===== config.mk =====
export PLATFORM = sky130hd
export DESIGN_NAME = ram_eraser
export DESIGN_NICKNAME = d
export VERILOG_FILES = /design/src/rtl/axi_pkg.sv /design/src/rtl/ram_eraser.sv
export SDC_FILE = /design/constraint.sdc
export NUM_CORES = 1
export LEC_CHECK = 0
export ABC_AREA = 1
export CAP_MARGIN = 5
export CORE_AREA = 2 2 262 264
export CTS_CLUSTER_SIZE = 25
export DETAILED_ROUTE_END_ITERATION = 8
export DIE_AREA = 0 0 264 266
export HOLD_SLACK_MARGIN = 0.05
export PLACE_DENSITY = 0.54
export SLEW_MARGIN = 20
export SYNTH_ARGS = -nofsm -noshare
export SYNTH_HDL_FRONTEND = slang
export SYNTH_SLANG_ARGS = --single-unit

===== constraint.sdc =====
create_clock -name clk -period 4.1 [get_ports clk]
set_input_delay 0.615 -clock clk [delete_from_list [all_inputs] [get_ports clk]]
set_output_delay 0.615 -clock clk [all_outputs]
set_load 0.1 [all_outputs]

===== src/rtl/axi_pkg.sv =====
// AXI4 encodings shared by the bank-side masters.
// Holds burst/response codes, the AxSIZE helper and the eraser state type.
package axi_pkg;

  localparam logic [1:0] AXI_BURST_INCR = 2'b01;
  localparam logic [1:0] AXI_RESP_OKAY  = 2'b00;

  typedef enum logic [0:0] {
    ST_IDLE,
    ST_RUN
  } erase_state_e;

  // AxSIZE encoding for a beat of the given byte count (power of two)
  function automatic logic [2:0] axi_size(input int unsigned bytes);
    logic [2:0] s;
    s = '0;
    for (int i = 0; i < 8; i++) begin
      if ((32'd1 << i) == bytes) s = 3'(i);
    end
    return s;
  endfunction

endpackage


===== src/rtl/ram_eraser.sv =====
// Per-bank RAM fill engine: writes FILL_PATTERN over the bank with
// AXI4 INCR bursts, keeping AW, W and B channels independent.
module ram_eraser
  import axi_pkg::*;
#(
  parameter int unsigned DATA_WIDTH      = 512,
  parameter int unsigned ADDR_WIDTH      = 64,
  parameter logic [63:0] RAM_BASE        = 64'h0,
  parameter logic [63:0] RAM_SIZE        = 64'h2_0000_0000,
  parameter int unsigned BURST_LEN       = 64,
  parameter int unsigned MAX_OUTSTANDING = 16,
  parameter logic [31:0] FILL_PATTERN    = 32'hFFFF_FFFF
) (
  input  logic                    clk,
  input  logic                    resetn,
  input  logic                    erase_req,
  output logic                    erase_idle,
  output logic                    erase_error,
  output logic [ADDR_WIDTH-1:0]   M_AXI_AWADDR,
  output logic [7:0]              M_AXI_AWLEN,
  output logic [2:0]              M_AXI_AWSIZE,
  output logic [1:0]              M_AXI_AWBURST,
  output logic                    M_AXI_AWVALID,
  input  logic                    M_AXI_AWREADY,
  output logic [DATA_WIDTH-1:0]   M_AXI_WDATA,
  output logic [DATA_WIDTH/8-1:0] M_AXI_WSTRB,
  output logic                    M_AXI_WLAST,
  output logic                    M_AXI_WVALID,
  input  logic                    M_AXI_WREADY,
  input  logic [1:0]              M_AXI_BRESP,
  input  logic                    M_AXI_BVALID,
  output logic                    M_AXI_BREADY
);

  localparam int unsigned BEAT_BYTES  = DATA_WIDTH / 8;
  localparam int unsigned BURST_BYTES = BURST_LEN * BEAT_BYTES;

  localparam logic [31:0] NUM_BURSTS =
    32'(RAM_SIZE / 64'(BURST_BYTES));
  localparam logic [31:0] MAX_OUT = 32'(MAX_OUTSTANDING);
  localparam logic [7:0]  LAST_BEAT = 8'(BURST_LEN - 1);

  localparam logic [ADDR_WIDTH-1:0] ADDR_BASE =
    ADDR_WIDTH'(RAM_BASE);
  localparam logic [ADDR_WIDTH-1:0] ADDR_STEP =
    ADDR_WIDTH'(BURST_BYTES);
  localparam logic [2:0] AW_SIZE = axi_size(BEAT_BYTES);

  erase_state_e state_q, state_d;

  logic idle_q, idle_d;
  logic error_q, error_d;

  logic                  awvalid_q, awvalid_d;
  logic [ADDR_WIDTH-1:0] awaddr_q, awaddr_d;
  logic [31:0]           aw_count_q, aw_count_d;

  logic        wvalid_q, wvalid_d;
  logic        wlast_q, wlast_d;
  logic [7:0]  beat_q, beat_d;
  logic [31:0] w_count_q, w_count_d;

  logic [31:0] b_count_q, b_count_d;

  logic start;
  logic run;
  logic stay;
  logic aw_hs;
  logic w_hs;
  logic b_hs;

  assign start = (state_q == ST_IDLE) && erase_req;
  assign run   = (state_q == ST_RUN);
  assign stay  = (state_d == ST_RUN);
  assign aw_hs = awvalid_q && M_AXI_AWREADY;
  assign w_hs  = wvalid_q && M_AXI_WREADY;
  assign b_hs  = run && M_AXI_BVALID;

  // Control FSM and B counter; erase ends once every burst has a response
  always_comb begin
    state_d   = state_q;
    idle_d    = idle_q;
    error_d   = error_q;
    b_count_d = b_count_q;
    unique case (state_q)
      ST_IDLE: begin
        if (erase_req) begin
          state_d   = ST_RUN;
          idle_d    = 1'b0;
          error_d   = 1'b0;
          b_count_d = '0;
        end
      end
      ST_RUN: begin
        if (b_hs) begin
          b_count_d = b_count_q + 32'd1;
          if (M_AXI_BRESP != AXI_RESP_OKAY) error_d = 1'b1;
        end
        if (b_count_d == NUM_BURSTS) begin
          state_d = ST_IDLE;
          idle_d  = 1'b1;
        end
      end
    endcase
  end

  // AW issuer: hold until accepted, then throttle on outstanding count
  always_comb begin
    awvalid_d  = 1'b0;
    awaddr_d   = awaddr_q;
    aw_count_d = aw_count_q;
    unique case (1'b1)
      start: begin
        awaddr_d   = ADDR_BASE;
        aw_count_d = '0;
        awvalid_d  = 1'b1;
      end
      run: begin
        if (aw_hs) begin
          aw_count_d = aw_count_q + 32'd1;
          awaddr_d   = awaddr_q + ADDR_STEP;
        end
        if (awvalid_q && !M_AXI_AWREADY) begin
          awvalid_d = 1'b1;
        end else begin
          awvalid_d = (aw_count_d < NUM_BURSTS) &&
                      ((aw_count_d - b_count_d) < MAX_OUT);
        end
      end
      default: ;
    endcase
    awvalid_d = awvalid_d && stay;
  end

  // W issuer: only bursts whose AW is accepted, back-to-back when possible
  always_comb begin
    wvalid_d  = 1'b0;
    wlast_d   = 1'b0;
    beat_d    = beat_q;
    w_count_d = w_count_q;
    unique case (1'b1)
      start: begin
        beat_d    = '0;
        w_count_d = '0;
      end
      run: begin
        if (w_hs) begin
          if (wlast_q) begin
            beat_d    = '0;
            w_count_d = w_count_q + 32'd1;
          end else begin
            beat_d = beat_q + 8'd1;
          end
        end
        if (wvalid_q && !M_AXI_WREADY) begin
          wvalid_d = 1'b1;
        end else begin
          wvalid_d = (w_count_d < aw_count_d);
        end
      end
      default: ;
    endcase
    wvalid_d = wvalid_d && stay;
    wlast_d  = wvalid_d && (beat_d == LAST_BEAT);
  end

  // State register with synchronous active-low reset
  always_ff @(posedge clk) begin
    if (!resetn) begin
      state_q    <= ST_IDLE;
      idle_q     <= 1'b1;
      error_q    <= 1'b0;
      awvalid_q  <= 1'b0;
      awaddr_q   <= ADDR_BASE;
      aw_count_q <= '0;
      wvalid_q   <= 1'b0;
      wlast_q    <= 1'b0;
      beat_q     <= '0;
      w_count_q  <= '0;
      b_count_q  <= '0;
    end else begin
      state_q    <= state_d;
      idle_q     <= idle_d;
      error_q    <= error_d;
      awvalid_q  <= awvalid_d;
      awaddr_q   <= awaddr_d;
      aw_count_q <= aw_count_d;
      wvalid_q   <= wvalid_d;
      wlast_q    <= wlast_d;
      beat_q     <= beat_d;
      w_count_q  <= w_count_d;
      b_count_q  <= b_count_d;
    end
  end

  assign erase_idle    = idle_q;
  assign erase_error   = error_q;
  assign M_AXI_AWADDR  = awaddr_q;
  assign M_AXI_AWLEN   = LAST_BEAT;
  assign M_AXI_AWSIZE  = AW_SIZE;
  assign M_AXI_AWBURST = AXI_BURST_INCR;
  assign M_AXI_AWVALID = awvalid_q;
  assign M_AXI_WDATA   = {(DATA_WIDTH/32){FILL_PATTERN}};
  assign M_AXI_WSTRB   = '1;
  assign M_AXI_WLAST   = wlast_q;
  assign M_AXI_WVALID  = wvalid_q;
  assign M_AXI_BREADY  = 1'b1;

endmodule


==> flow_summary.yaml, run 1 <==
route:
  drt-pass1-iter-count: 5
  detail_route.wl_per_cell_um: 11.6
  drcViolationCount: 0
  vias_per_cell: 3.87
  antenna_left: 0
  vias: 14046
  wl_mm: 42.1
  initialDrtViolationCount: 853
synth:
  seq_area_frac_synth_pct: 19.5
  avgSynthCellArea_um2: 6.66
  synth_edf_count: 0
  yosysUniqueCellTypes: 56
  async_flop_share_pct: 0
  ys_dominant_reg_cell: "dfxtp_1"
  netlist_instances: 2492
  synth_warnings: 0
  synth_seq_cells: 162
  synth_area_um2: 16600
cts:
  cts.sink_count: 162
  insertion_delay_ns: 0.46
  postCtsHoldBufs: 0
  cts-htree-levels: 4
  ctsLongestPathBuffers: 2
  cts_root_buf: "clkbuf_16"
  clkSlewWorstSetupHoldPaths_ns: 0.07
  cts_tree: "done"
  cts_buffers: 17
timing:
  worst_slack_ns: 0.233
  clock.fmax_ghz: 0.259
  drv_slew: 0
  min_period_ns: 3.87
  fin_skew_ns: 0.0116
  worstMarginPinSlew_ns: 1.08
  hold_violations: 0
  slew_headroom_pct: 27.9
  fin_crit_sh_pct: 94.3
  setup-tns-final_ns: 0
  finalSetupViolations: 0
worst_setup_path:
  path_class: "primary input to flop"
  timing.rr.start: "b_count_q[8]"
  required_ns: 4.49
  crit_fanout: 5
  cp-endpoint: "M_AXI_AWVALID"
  worstSetupStartpoint: "M_AXI_BVALID"
  r2r_end: "M_AXI_AWVALID"
  reg2reg_depth: 22
  cp-end-kind: "flop"
  ff2ff_setup_slack_ns: 0.34
  critPathArrivalTime_ns: 4.26
  worstSetupStartpointType: "primary input"
pwr:
  p_leak_nw: 8.66
  power.density_nw_per_um2: 323
  ir_worst_vdd_mv: 0.423
grt:
  antenna_found_initial: 4
  grt_pass1_wl_mm: 64.0
  grt_overflow: 0
  grt_max_degree: 73
  grt_use_total_pct: 11.3
  grt_pass1_vias: 12270
floorplan:
  die_h_um: 266
  io_pins: 667
  die_w_um: 264
  rows: 96
  die_area_um2: 70200
  coreArea_um2: 67700
  start_util_pct: 24.5
final_layout:
  layout_common_cells: "602 x conb_1, 463 x nand2_1, 249 x inv_1"
  drive_gt1_share_pct: 12.9
  finish.utilization_pct: 27.0
  final_common_cell: "conb_1"
  final_area_um2: 18300
  final_nets: 2803
  syn2layout_area_growth_pct: 10.1
run_status:
  status: "finished, final reports clean"
worst_hold_path:
  min_path_cells: 2
  hp-class: "flop to flop"
placed_design:
  place.gp.congestion: 0.924
  pre_cts_slack_ns: -0.409
  hpwl_mm: 34.1
  placed_area_um2: 17300
  io_buffer_count: 64
flow_run:
  maxCapViolations: 0
==> logic make-up after synthesis <==
logic type | count (synthesis) | share of synthesized area (%)
and+or+nand+nor | 993 | 26.8
AOI/OAI and AO/OA | 278 | 9.98
DFF | 162 | 19.5
buffers and inverters | 904 | 34.1
other | 2 | 0.0452
xor gates and xnor gates | 87 | 4.59
adders and majority gates | 66 | 4.97
==> cells in the mapped netlist, types with 16 or more instances <==
master    count  area, µm²
xor2_1       52        455
nor3_1       56        280
nor2_1      228        856
nand2_1     470       1760
ha_1         66        826
dfxtp_1     162       3240
buf_4       602       4520
nor4_1       16        100
nand4_1      36        225
nand3_1     103        515
xnor2_1      35        307
clkbuf_1     35        131
a22oi_1      39        293
a21oi_1     119        596
inv_1       251        942
o21ai_0      57        285
==> worst max-delay path, stage by stage <==
cell and delay, ns:
clkdlybuf4s50_1 0.51, nand2_2 0.13, nor2_4 0.13, nand3_2 0.10, nor2_4 0.16, nand3_2 0.12, nor2_4 0.14, nand2_2 0.10
xor2_2 0.20, a22oi_2 0.23, ha_4 0.25, inv_1 0.06, o21ai_0 0.15, a21oi_2 0.21, o21ai_0 0.10, a21oi_1 0.16
nand2_1 0.10, nand2_1 0.06, nand2_1 0.05, nor2_1 0.11, nand4_1 0.16, nor2_1 0.16, nand3_1 0.11, a21oi_1 0.12
==> registers in the layout, indices dropped and copies added (netlist names), 8 cells and up <==
name	count
aw_count_q	32
b_count_q	32
w_count_q	32
M_AXI_AWADDR	52
beat_q	8
==> final cells by class <==
cell class,instances,area (µm²)
fillers,7655,49500
multi-input cells,2026,10200
flip-flops and latches,162,3240
repair buffers,261,2140
well taps,882,1100
inverters,261,982
clock buffers,17,425
clock inverters,15,146
diodes,2,5.00
==> what timing repair did <==
| item | CTS | global route |
|---|---|---|
| setup buffers | 0 | 10 |
| endpoints found under the hold margin | 0 | 0 |
| setup endpoints to repair | 0 | 1 |
| resized for setup | 0 | 59 |
==> metrics by stage <==
stage	total power [mW]	std cells	hold WS, ns
3_3_place_gp	4.32	3582	0.441
2_1_floorplan	4.66	3092	0.458
6_report	5.91	3626	0.455
5_1_grt	6.10	3625	0.479
3_5_place_dp	4.32	3582	0.447
4_1_cts	5.94	3614	0.459
==> worst min path at each step <==
| stage | from | end | slack (ns) |
|---|---|---|---|
| global placement | erase_idle | erase_idle | 0.44 |
| CTS | erase_idle | erase_idle | 0.46 |
| floorplan | w_count_q[31] | w_count_q[31] | 0.46 |
| detailed placement | erase_idle | erase_idle | 0.45 |
| global route | erase_idle | erase_idle | 0.48 |
| finish | erase_idle | erase_idle | 0.45 |
==> layer usage <==
layer  track usage, %  part of all wire (%)  up-vias  wire length (µm)
met2             18.9                    47      460             19900
met3             2.01                   5.4       67              2290
met1             14.1                    44     6248             18600
met4             5.10                   3.1        4              1310
met5                0                 0.071        -                30
li1                 -                     -     7267                 -
==> power breakdown <==
group	switching [mW]	total (mW)	internal, mW	leakage, nW
clock network	0.757	1.61	0.851	0.274
registers	0.00689	1.58	1.58	1.31
logic	2.63	2.72	0.0857	7.08
total	3.39	5.91	2.51	8.66
No activity file was read; power rests on OpenSTA's default activity.
==> run 2, diff against run 1 <==
--- a/config.mk
+++ b/config.mk
@@ -6,13 +6,14 @@
 export NUM_CORES = 1
 export LEC_CHECK = 0
 export ABC_AREA = 1
-export CAP_MARGIN = 5
-export CORE_AREA = 2 2 262 264
+export CAP_MARGIN = 20
+export CORE_AREA = 2 2 259 261
+export CTS_BUF_LIST = sky130_fd_sc_hd__clkbuf_2 sky130_fd_sc_hd__clkbuf_4 sky130_fd_sc_hd__clkbuf_8
 export CTS_CLUSTER_SIZE = 25
 export DETAILED_ROUTE_END_ITERATION = 8
-export DIE_AREA = 0 0 264 266
+export DIE_AREA = 0 0 261 263
 export HOLD_SLACK_MARGIN = 0.05
-export PLACE_DENSITY = 0.54
+export PLACE_DENSITY = 0.55
 export SLEW_MARGIN = 20
 export SYNTH_ARGS = -nofsm -noshare
 export SYNTH_HDL_FRONTEND = slang
==> flow_summary.yaml, run 2 (synthesis gave the netlist of run 1 again) <==
run_status:
  status: "finished, final reports clean"
worst_setup_path:
  worstSetupStartpoint: "M_AXI_BVALID"
  reg2reg_depth: 22
  r2r_end: "M_AXI_AWVALID"
  worstSetupStartpointType: "primary input"
  crit_family: "simple AND/OR/NAND/NOR gates"
  cp-end-kind: "flop"
  ff2ff_setup_slack_ns: 0.36
  cpMostUsedCell: "nand2_1"
  slowest_delay_ns: 0.49
  worst-path-buf-inv: 4
  path_class: "primary input to flop"
  timing.rr.start: "b_count_q[7]"
  required_ns: 4.53
  critPathSlowestCell: "clkdlybuf4s50_1"
  crit_fanout: 5
  critPathArrivalTime_ns: 4.26
grt:
  grt_overflow: 0
  grt_pass1_wl_mm: 64.6
  grt_max_degree: 85
  antenna_found_initial: 0
  grt_use_total_pct: 11.5
  grt_pass1_vias: 12271
final_layout:
  regArea_um2: 3240
  largest_reg_flops: 52
  finish.utilization_pct: 27.4
  syn2layout_area_growth_pct: 8.35
  multiInputGateArea_um2: 10200
  finalNonFillerCells: 3598
  final_common_cell: "conb_1"
  final_nets: 2795
  antenna_cells: 0
  drive_gt1_share_pct: 12.4
  layout_common_cells: "602 x conb_1, 464 x nand2_1, 250 x inv_1"
  nFillCells: 7429
floorplan:
  coreArea_um2: 65600
  start_util_pct: 25.3
  io_pins: 667
  die_w_um: 261
  die_h_um: 263
  rows: 94
  die_area_um2: 68600
cts:
  ctsLongestPathBuffers: 2
  cts_tree: "done"
  insertion_delay_ns: 0.49
  cts-htree-levels: 4
  clkSlewWorstSetupHoldPaths_ns: 0.10
  cts_buffers: 17
  cts.sink_count: 162
  cts_root_buf: "clkbuf_8"
route:
  drcViolationCount: 0
  wl_mm: 42.2
  antenna_left: 0
  vias: 14173
  drt-pass1-iter-count: 5
  initialDrtViolationCount: 780
  vias_per_cell: 3.94
  detail_route.wl_per_cell_um: 11.7
placed_design:
  place.gp.congestion: 0.929
  pre_cts_slack_ns: -0.427
  dpl.cell_count: 3561
  io_buffer_count: 64
  hpwl_mm: 34.1
timing:
  fin_crit_sh_pct: 93.6
  setup-tns-final_ns: 0
  hold_violations: 0
  clock.fmax_ghz: 0.260
  fin_skew_ns: 0.0176
  worst_slack_ns: 0.261
  min_period_ns: 3.84
  finalSetupViolations: 0
  drv_slew: 0
  slew_headroom_pct: 30.3
  worstMarginPinSlew_ns: 1.04
pwr:
  power.density_nw_per_um2: 312
  power_mw: 5.62
  p_leak_nw: 8.52
  ir_worst_vdd_mv: 0.312
flow_run:
  maxCapViolations: 0
worst_hold_path:
  min_path_cells: 2
  worst_hold_startpoint: "erase_idle"
  min_to: "erase_idle"
  hp-class: "flop to flop"
## run 2: cell count changes in the layout (fill, tap and decap cells not counted), sizes merged
| cell | before | now |
|---|---|---|
| buf | 197 | 189 |
| bufinv | 1 | 3 |
| diode | 2 | 0 |
| inv | 265 | 263 |
| clkbuf | 17 | 18 |
| clkinvlp | 3 | 2 |
## run 2: worst max path at each step
stage                          endpoint  slack (ns)  cells after the start
after global routing      M_AXI_AWVALID       -0.02                     26
after detailed placement  M_AXI_AWVALID       -0.43                     23
after global placement    M_AXI_AWVALID       -0.34                     23
after CTS                 M_AXI_AWVALID         0.1                     23
after floorplan             M_AXI_WLAST        0.17                     20
final                     M_AXI_AWVALID        0.26                     25
## run 2: per-layer routing
layer | GRT usage (%) | wire length (µm)
met5 | 0 | 0
met4 | 3.13 | 750
met3 | 1.24 | 2070
met2 | 19.8 | 20400
met1 | 15.2 | 19000
## run 2: layout make-up
class                      instances  share of cell area, %
clock buffer                      18                   1.38
tap                              864                   6.01
timing repair buffer             253                   11.6
multi-input combinational       2026                   56.5
inverter                         261                   5.46
clock inverter                    14                  0.981
sequential                       162                   18.0
## run 2: timing repair
action | CTS | global route
endpoints found under the hold margin | 0 | 0
setup endpoints to repair | 0 | 1
hold buffers | 0 | 0
gates resized for setup | 0 | 48
buffers inserted | 0 | 5
## run 2: report_power, final
| group | leakage, nW | internal (mW) | switching, mW | total (mW) |
|---|---|---|---|---|
| sequential | 1.31 | 1.58 | 0.00504 | 1.58 |
| clock | 0.210 | 0.627 | 0.693 | 1.32 |
| combinational | 7.01 | 0.0865 | 2.63 | 2.72 |
| total | 8.52 | 2.29 | 3.33 | 5.62 |
## run 2: worst register-to-register path, stage by stage, from the launching register on
cell	delay, ns
dfxtp_1	0.43
nand2_1	0.09
nor2_2	0.23
inv_1	0.09
nor3_2	0.29
nand2_2	0.15
nor2_4	0.15
xor2_2	0.18
a22oi_1	0.11
ha_1	0.35
a21oi_2	0.23
inv_1	0.07
a21oi_2	0.14
o21ai_0	0.11
a21oi_1	0.17
nand2_1	0.11
nand2_1	0.06
nand2_1	0.04
nor2_1	0.12
nand4_1	0.16
nor2_1	0.17
nand3_1	0.10
a21oi_1	0.13
## run 2: through the flow
step           hold WS, ns  area, µm²
4_1_cts              0.463      17700
6_report             0.462      18000
3_3_place_gp         0.439      17300
2_1_floorplan        0.458      18900
5_1_grt              0.495      18000
3_5_place_dp         0.448      17300
==> run 3, diff against run 2 <==
--- a/config.mk
+++ b/config.mk
@@ -7,13 +7,12 @@
 export LEC_CHECK = 0
 export ABC_AREA = 1
 export CAP_MARGIN = 20
-export CORE_AREA = 2 2 259 261
-export CTS_BUF_LIST = sky130_fd_sc_hd__clkbuf_2 sky130_fd_sc_hd__clkbuf_4 sky130_fd_sc_hd__clkbuf_8
+export CORE_AREA = 2 2 262 264
 export CTS_CLUSTER_SIZE = 25
 export DETAILED_ROUTE_END_ITERATION = 8
-export DIE_AREA = 0 0 261 263
+export DIE_AREA = 0 0 264 266
 export HOLD_SLACK_MARGIN = 0.05
-export PLACE_DENSITY = 0.55
+export PLACE_DENSITY = 0.54
 export SLEW_MARGIN = 20
 export SYNTH_ARGS = -nofsm -noshare
 export SYNTH_HDL_FRONTEND = slang
==> results of run 3 <==
Final layout, timing and power as in run 1 (identical DEF).
